<file path="src/rtl/fpu_wb_if.sv">
// Writeback bus for fpu_wb: FPU result/handshake inputs and the vector/scalar
// register-file write ports.
interface fpu_wb_if;
    logic         fpu_done;
    logic         VADD;
    logic         VDOT;
    logic         SMUL;
    logic [255:0] Vout;
    logic [15:0]  Sout;
    logic         V;
    logic [15:0]  Instruction;
    logic [2:0]   vdst;
    logic [2:0]   sdst;
    logic         wb_ready;
    logic         vrf_we;
    logic [2:0]   vrf_waddr;
    logic [255:0] vrf_wdata;
    logic         srf_we;
    logic [2:0]   srf_waddr;
    logic [15:0]  srf_wdata;

    modport slave (
        input  fpu_done, VADD, VDOT, SMUL, Vout, Sout, V, Instruction, vdst, sdst,
        output wb_ready, vrf_we, vrf_waddr, vrf_wdata, srf_we, srf_waddr, srf_wdata
    );

    modport master (
        output fpu_done, VADD, VDOT, SMUL, Vout, Sout, V, Instruction, vdst, sdst,
        input  wb_ready, vrf_we, vrf_waddr, vrf_wdata, srf_we, srf_waddr, srf_wdata
    );
endinterface

</file>
<file path="src/rtl/fpu_wb.sv">
// FPU writeback sequencer: registers a result and issues vector/scalar writes,
// plus an overflow write of the instruction word. Option: FPU_WB_STICKY_OVF_EN.
module fpu_wb #(
    parameter logic [2:0] OVF_REG = 3'd7
) (
    input  logic     clk,
    input  logic     rst_n,
    fpu_wb_if.slave  bus
`ifdef FPU_WB_STICKY_OVF_EN
    ,
    output logic     ovf_sticky,
    input  logic     ovf_clr
`endif
);

    typedef enum logic [1:0] {
        IDLE   = 2'd0,
        WB_VEC = 2'd1,
        WB_SCL = 2'd2,
        WB_OVF = 2'd3
    } state_t;

    state_t         state_q, state_d;
    logic [255:0]   vout_q;
    logic [15:0]    sout_q;
    logic [15:0]    instr_q;
    logic [2:0]     vdst_q;
    logic [2:0]     sdst_q;
    logic           ovf_q;

    logic [2:0]     op;
    logic           onehot;
    logic           ready;
    logic           accept;
    logic           ovf_c;

    logic           vrf_we;
    logic [2:0]     vrf_waddr;
    logic [255:0]   vrf_wdata;
    logic           srf_we;
    logic [2:0]     srf_waddr;
    logic [15:0]    srf_wdata;

    assign op     = {bus.VADD, bus.VDOT, bus.SMUL};
    assign onehot = (op == 3'b100) || (op == 3'b010) || (op == 3'b001);
    assign ovf_c  = bus.V & (bus.VADD | bus.SMUL);
    // Only a pending overflow write blocks a new accept.
    assign ready  = !(((state_q == WB_VEC) || (state_q == WB_SCL)) && ovf_q);
    assign accept = bus.fpu_done & ready & onehot;

    always_comb begin
        state_d = IDLE;
        if (!ready) begin
            state_d = WB_OVF;
        end else if (accept) begin
            state_d = bus.SMUL ? WB_SCL : WB_VEC;
        end
    end

    always_ff @(posedge clk or negedge rst_n) begin
        if (!rst_n) begin
            state_q <= IDLE;
            vout_q  <= '0;
            sout_q  <= '0;
            instr_q <= '0;
            vdst_q  <= '0;
            sdst_q  <= '0;
            ovf_q   <= 1'b0;
        end else begin
            state_q <= state_d;
            if (accept) begin
                vout_q  <= bus.Vout;
                sout_q  <= bus.Sout;
                instr_q <= bus.Instruction;
                vdst_q  <= bus.vdst;
                sdst_q  <= bus.sdst;
                ovf_q   <= ovf_c;
            end
        end
    end

    always_comb begin
        vrf_we    = 1'b0;
        vrf_waddr = '0;
        vrf_wdata = '0;
        srf_we    = 1'b0;
        srf_waddr = '0;
        srf_wdata = '0;
        case (state_q)
            WB_VEC: begin
                vrf_we    = 1'b1;
                vrf_waddr = vdst_q;
                vrf_wdata = vout_q;
            end
            WB_SCL: begin
                srf_we    = 1'b1;
                srf_waddr = sdst_q;
                srf_wdata = sout_q;
            end
            WB_OVF: begin
                srf_we    = 1'b1;
                srf_waddr = OVF_REG;
                srf_wdata = instr_q;
            end
            default: ;
        endcase
    end

    assign bus.wb_ready  = ready;
    assign bus.vrf_we    = vrf_we;
    assign bus.vrf_waddr = vrf_waddr;
    assign bus.vrf_wdata = vrf_wdata;
    assign bus.srf_we    = srf_we;
    assign bus.srf_waddr = srf_waddr;
    assign bus.srf_wdata = srf_wdata;

`ifdef FPU_WB_STICKY_OVF_EN
    always_ff @(posedge clk or negedge rst_n) begin
        if (!rst_n) begin
            ovf_sticky <= 1'b0;
        end else if (state_q == WB_OVF) begin
            ovf_sticky <= 1'b1;
        end else if (ovf_clr) begin
            ovf_sticky <= 1'b0;
        end
    end
`endif

endmodule

</file>
<file path="src/flat_wrapper.sv">
// flat-port wrapper written by rule: the top's interface ports become plain ports
module fpu_wb_flat 
#(
    parameter logic [2:0] OVF_REG = 3'd7
)
  (clk, rst_n, bus_fpu_done, bus_VADD, bus_VDOT, bus_SMUL, bus_Vout, bus_Sout, bus_V, bus_Instruction, bus_vdst, bus_sdst, bus_wb_ready, bus_vrf_we, bus_vrf_waddr, bus_vrf_wdata, bus_srf_we, bus_srf_waddr, bus_srf_wdata);
  fpu_wb_if bus_i ();
  input  logic clk;
  input  logic rst_n;
  input wire logic [$bits(bus_i.fpu_done)-1:0] bus_fpu_done;
  input wire logic [$bits(bus_i.VADD)-1:0] bus_VADD;
  input wire logic [$bits(bus_i.VDOT)-1:0] bus_VDOT;
  input wire logic [$bits(bus_i.SMUL)-1:0] bus_SMUL;
  input wire logic [$bits(bus_i.Vout)-1:0] bus_Vout;
  input wire logic [$bits(bus_i.Sout)-1:0] bus_Sout;
  input wire logic [$bits(bus_i.V)-1:0] bus_V;
  input wire logic [$bits(bus_i.Instruction)-1:0] bus_Instruction;
  input wire logic [$bits(bus_i.vdst)-1:0] bus_vdst;
  input wire logic [$bits(bus_i.sdst)-1:0] bus_sdst;
  output wire logic [$bits(bus_i.wb_ready)-1:0] bus_wb_ready;
  output wire logic [$bits(bus_i.vrf_we)-1:0] bus_vrf_we;
  output wire logic [$bits(bus_i.vrf_waddr)-1:0] bus_vrf_waddr;
  output wire logic [$bits(bus_i.vrf_wdata)-1:0] bus_vrf_wdata;
  output wire logic [$bits(bus_i.srf_we)-1:0] bus_srf_we;
  output wire logic [$bits(bus_i.srf_waddr)-1:0] bus_srf_waddr;
  output wire logic [$bits(bus_i.srf_wdata)-1:0] bus_srf_wdata;
  assign bus_i.fpu_done = bus_fpu_done;
  assign bus_i.VADD = bus_VADD;
  assign bus_i.VDOT = bus_VDOT;
  assign bus_i.SMUL = bus_SMUL;
  assign bus_i.Vout = bus_Vout;
  assign bus_i.Sout = bus_Sout;
  assign bus_i.V = bus_V;
  assign bus_i.Instruction = bus_Instruction;
  assign bus_i.vdst = bus_vdst;
  assign bus_i.sdst = bus_sdst;
  assign bus_wb_ready = bus_i.wb_ready;
  assign bus_vrf_we = bus_i.vrf_we;
  assign bus_vrf_waddr = bus_i.vrf_waddr;
  assign bus_vrf_wdata = bus_i.vrf_wdata;
  assign bus_srf_we = bus_i.srf_we;
  assign bus_srf_waddr = bus_i.srf_waddr;
  assign bus_srf_wdata = bus_i.srf_wdata;
  fpu_wb #(.OVF_REG(OVF_REG)) u_core (.clk(clk), .rst_n(rst_n), .bus(bus_i));
endmodule
</file>
<file path="config.mk">
export PLATFORM = sky130hd
export DESIGN_NAME = fpu_wb_flat
export DESIGN_NICKNAME = d
export VERILOG_FILES = /design/src/rtl/fpu_wb_if.sv /design/src/rtl/fpu_wb.sv /design/src/flat_wrapper.sv
export SDC_FILE = /design/constraint.sdc
export NUM_CORES = 1
export LEC_CHECK = 0
export CAP_MARGIN = 15
export CELL_PAD_IN_SITES_DETAIL_PLACEMENT = 0
export CELL_PAD_IN_SITES_GLOBAL_PLACEMENT = 1
export CORE_AREA = 2 2 227 229
export CTS_CLUSTER_DIAMETER = 150
export DETAILED_ROUTE_END_ITERATION = 6
export DIE_AREA = 0 0 229 231
export PLACE_DENSITY_LB_ADDON = 0.25
export REMOVE_ABC_BUFFERS = 1
export SETUP_SLACK_MARGIN = 0.1
export SLEW_MARGIN = 10
export SYNTH_ARGS = -nofsm -noshare
export SYNTH_HDL_FRONTEND = slang
export SYNTH_SLANG_ARGS = --single-unit
</file>
<file path="constraint.sdc">
create_clock -name clk -period 4.13 [get_ports clk]
set_input_delay 0.413 -clock clk [delete_from_list [all_inputs] [get_ports clk]]
set_output_delay 0.413 -clock clk [all_outputs]
set_load 0.02 [all_outputs]
</file>
# Word-level counts from Yosys, hierarchy flattened
# Cells that the tools add are included.
op_classes:
  reduce_logical: 6
  n_eq_ne: 6
  muxes: 9
  bitwise: 4
ops:
  columns: ["cell", "count"]
  rows:
  - ["two-way mux 256 bit", 1]
  - ["one-hot mux 16 bit (2 select lines)", 1]
  - ["two-way mux 2 bit", 3]
  - ["one-hot mux 3 bit (2 select lines)", 1]
  - ["equality test 2 bit, second input constant", 2]
  - ["bitwise AND 1 bit", 3]
  - ["equality test 3 x 1 -> 1 bit, second input constant", 1]
  - ["equality test 3 x 2 -> 1 bit, second input constant", 1]
  - ["equality test 3 bit, second input constant", 1]
  - ["logical OR 1 bit", 3]
  - ["two-way mux 3 bit", 1]
  - ["equality test 2 x 1 -> 1 bit, second input constant", 1]
  - ["two-way mux 1 bit", 2]
  - ["OR reduction 2 bit", 1]
  - ["logical AND 1 bit", 1]
  - ["logical NOT 1 bit", 1]
  - ["bitwise OR 1 bit", 1]
word_totals:
  elab_cells: 32
  in_bits: 301
  register_bits: 297

# Longest topological paths before layout
logic_depth:
  ltp_word: 8
  ltp_mapped: 7
  depth_no_buf: 5

# Worst setup path after synthesis
# Ideal clock, no wire load.
synth_path:
  path_kind: "register to output"
  startpoint: "reg u_core.state_q[1]"
  endpoint: "out bus_vrf_wdata[100]"
  t_required_ns: 3.717
  path_buffers: 3
  stages_incl_launch_ff: 7
  path_slack_ns: 2.069
  arrival_time_ns: 1.648
  cell_sequence: "dfrtp_1 -> inv_1 -> ha_1 -> clkbuf_1 -> clkbuf_1 -> clkbuf_1 -> and2_1"
synth_between:
  elab_chain_len: 2
synth_lines:
  columns: ["item", "line_no", "rtl"]
  rows:
  - ["start, declared", "fpu_wb.sv:23", "state_t state_q, state_d;"]
  - ["start signal, assigned", "fpu_wb.sv:70", "state_q <= state_d;"]
  - ["equality test 2 x 1 -> 1 bit", "fpu_wb.sv:89", "case (state_q)"]
  - ["two-way mux 256 bit", "fpu_wb.sv:89", null]
  - ["end, declared", "flat_wrapper.sv:23", "output wire logic [$bits(bus_i.vrf_wdata)-1:0] bus_vrf_wdata;"]
# Every way passes these cells.

# Final worst setup path
layout_path:
  startpoint: "reg u_core.state_q[1]"
  endpoint: "out bus_vrf_wdata[159]"
# The elaborated chain is that of the path after synthesis.

==> flow_metrics.env <==
export IMPL_wire_per_inst_um=18.9
export IMPL_worstHoldStart="bus_Vout[45]"
export IMPL_syn_area_per_cell_um2=13.6
export IMPL_met2_length_um=20900
export IMPL_dp_slack_ns=1.38
export IMPL_ys_warn_count=0
export IMPL_ys_ff_latch=297
export IMPL_antenna_found_initial=9
export IMPL_r2r_cells=6
export IMPL_numPlacedInstances=2166
export IMPL_status="finished, final reports clean"
export IMPL_dieWidth_um=229
export IMPL_die_height_um=231
export IMPL_rsz0062_at_grt="false"
export IMPL_h_tree_depth=2
export IMPL_finalWorstSetupSlack_ns=0.851
export IMPL_vias=9378
export IMPL_finalCoreUtilization=0.412
export IMPL_track_usage=0.156
export IMPL_worstSetupStartpointType="flip-flop"
export IMPL_power_density_nw_per_um2=638
export IMPL_worst_ir_drop_vdd_mv=0.383
export IMPL_wl_met3_um=3540
export IMPL_clk_pin_slew_ns=0.05
export IMPL_grt_pass1_wl_um=63100
export IMPL_ios=582
export IMPL_min_period_ns=3.28
export IMPL_fin_area_um2=20900
export IMPL_fin_tns_setup_ns=0
export IMPL_cts_buffers=38
export IMPL_drtPass1Iterations=4
export IMPL_ys_seq_area_frac=0.573
export IMPL_synth_area_um2=13000
export IMPL_io_buffers=581
export IMPL_cts_tree="built"
export IMPL_viasPerCell=4.19
export IMPL_layout_worst_path_cycle_share=0.794
export IMPL_area_growth_pct=61.1
export IMPL_slew_viol_final=0
export IMPL_initial_core_util=0.256
export IMPL_min_path_type="primary input to flip-flop"
export IMPL_finalHoldViolCount=0
export IMPL_grt_start_max_net_pins=101
export IMPL_hpwlAfterDp_um=31300
export IMPL_worstPathRequired_ns=3.72
export IMPL_criticalPathCategory="flip-flop to output port"
export IMPL_reg2reg_slack_ns=1.79
export IMPL_maxCapViolCount=0
export IMPL_placed_cell_area_um2=19600
export IMPL_tightest_slew_ns=0.941
export IMPL_post_cts_resized_instances=0
export IMPL_clk_latency_ns=0.54
export IMPL_yosysUniqueCellTypes=17
export IMPL_power_mw=13.3
export IMPL_drt_met1_wl_um=16500
export IMPL_cts_sinks=297
export IMPL_r2r_end="u_core.vout_q[36]"
export IMPL_max_slew_margin_rel=0.372
export IMPL_final_antenna_net_count=0
export IMPL_clockBufferDepth=3
export IMPL_nets=1831
export IMPL_hold_slack_ns=0.461
export IMPL_post_route_drc_count=0
export IMPL_hold_end="u_core.vout_q[45]"
export IMPL_synth_cells=950
export IMPL_routed_wl_um=42100
export IMPL_first_iter_violations=339
export IMPL_worstHoldPathCells=2
export IMPL_crit_arrival_ns=2.87
export IMPL_drive_above_1_share=0.0954
export IMPL_skew_ns=0.0137
export IMPL_leakage_nw=8.49
export IMPL_design_core_area_um2=50700
export IMPL_dieArea_um2=52900
export IMPL_top_layer_used="met5"
export IMPL_crit_path_end_kind="output port"
export IMPL_rr_startpoint="u_core.state_q[0]"
export IMPL_path_max_fanout=85
export IMPL_cts_root_buffer="clkbuf_16"
export IMPL_gr_total_overflow=0
export IMPL_final_cell_count_no_fill=2236
export IMPL_nFillCells=4912
export IMPL_finalSetupViolCount=0
export IMPL_fmax_mhz=305
export IMPL_gp_congestion=0.785
export IMPL_grt_pass1_vias=10100
export IMPL_rows=83
final cells by class:
type / count / area [um2] / area share
Inverter: 4 / 15.0 / 0.000719
Clock buffer: 58 / 1180 / 0.0565
Antenna cell: 4 / 10.0 / 0.000479
Clock inverter: 7 / 62.6 / 0.00300
Tap cell: 680 / 851 / 0.0408
Sequential cell: 297 / 7430 / 0.356
Multi-Input combinational cell: 584 / 5220 / 0.250
Timing Repair Buffer: 602 / 6110 / 0.292
cell usage after synthesis:
master     number  area share
a21o_1          3      0.0017
a22o_1         16       0.011
and2_1        259        0.13
buf_2          19      0.0073
buf_4          13      0.0075
clkbuf_1       33      0.0096
dfrtp_1       297        0.57
ha_1            3      0.0029
inv_1           4      0.0012
mux2_1        227        0.20
mux2_2         67       0.058
mux2i_1         1     0.00077
nand2b_1        1     0.00048
o2111ai_2       1      0.0012
o21ai_0         4      0.0015
or2_2           1     0.00048
xor2_1          1     0.00068
kinds of logic after synthesis:
group / Yosys count / synth area share
xor+xnor: 1 / 0.000676
compound gates: 24 / 0.0153
flops: 297 / 0.573
mux: 295 / 0.256
simple gates: 261 / 0.126
fa+ha+maj: 3 / 0.00290
buf+inv: 69 / 0.0256
cells in the final DEF (no fill, tap or decap), drive strengths merged:
cell type	netlist	final
o2111ai	1	1
clkdlybuf4s50	0	580
nand2b	1	1
dlygate4sd3	0	1
buf	32	21
o21ai	4	4
a22o	16	16
mux2i	1	1
bufinv	0	1
clkinvlp	0	1
dfrtp	297	297
and2	259	259
clkbuf	33	58
or2	1	1
xor2	1	1
inv	4	4
ha	3	3
mux2	294	294
diode	0	4
a21o	3	3
clkinv	0	5
flip-flops by register name, summed over array words and instances, names as in the netlist:
| name | flops |
|---|---|
| u_core.vout_q | 256 |
| u_core.instr_q | 16 |
| u_core.sout_q | 16 |
| u_core.sdst_q | 3 |
| u_core.vdst_q | 3 |
| u_core.state_q | 2 |
| u_core.ovf_q | 1 |
layer usage:
layer / GRT usage / vias up
met2: 0.267 / 332
met1: 0.177 / 4607
met4: 0.0546 / 12
li1: - / 4356
met5: 0 / -
met3: 0.0598 / 71
critical path, cell delays in order, from the launching register on:
cell	delay, ns
dfrtp_1	0.39
inv_1	0.09
ha_4	0.52
buf_12	0.33
and2_1	0.18
clkdlybuf4s50_1	0.67
where the power goes:
part	total (mW)	internal, mW	switching, mW
registers	4.93	4.26	0.663
clock network	3.30	2.02	1.28
logic	5.10	2.72	2.39
how the worst max path moves through the flow:
| stage | startpoint | endpoint | cells past startpoint |
|---|---|---|---|
| final | u_core.state_q[1] | bus_vrf_wdata[159] | 5 |
| after global routing | u_core.state_q[1] | bus_vrf_wdata[163] | 5 |
| after CTS | u_core.state_q[1] | bus_vrf_wdata[249] | 5 |
| after detailed placement | u_core.state_q[1] | bus_vrf_wdata[249] | 5 |
| after global placement | u_core.state_q[1] | bus_vrf_wdata[159] | 5 |
| after floorplan | bus_SMUL | u_core.instr_q[0] | 3 |
repair_timing:
item / 4_1_cts / 5_1_grt
endpoints found under the hold margin: 96 / 0
buffers inserted: 0 / 0
hold buffers: 1 / 0
endpoints found under the setup margin: 0 / 0
No activity file was read; power rests on OpenSTA's default activity.
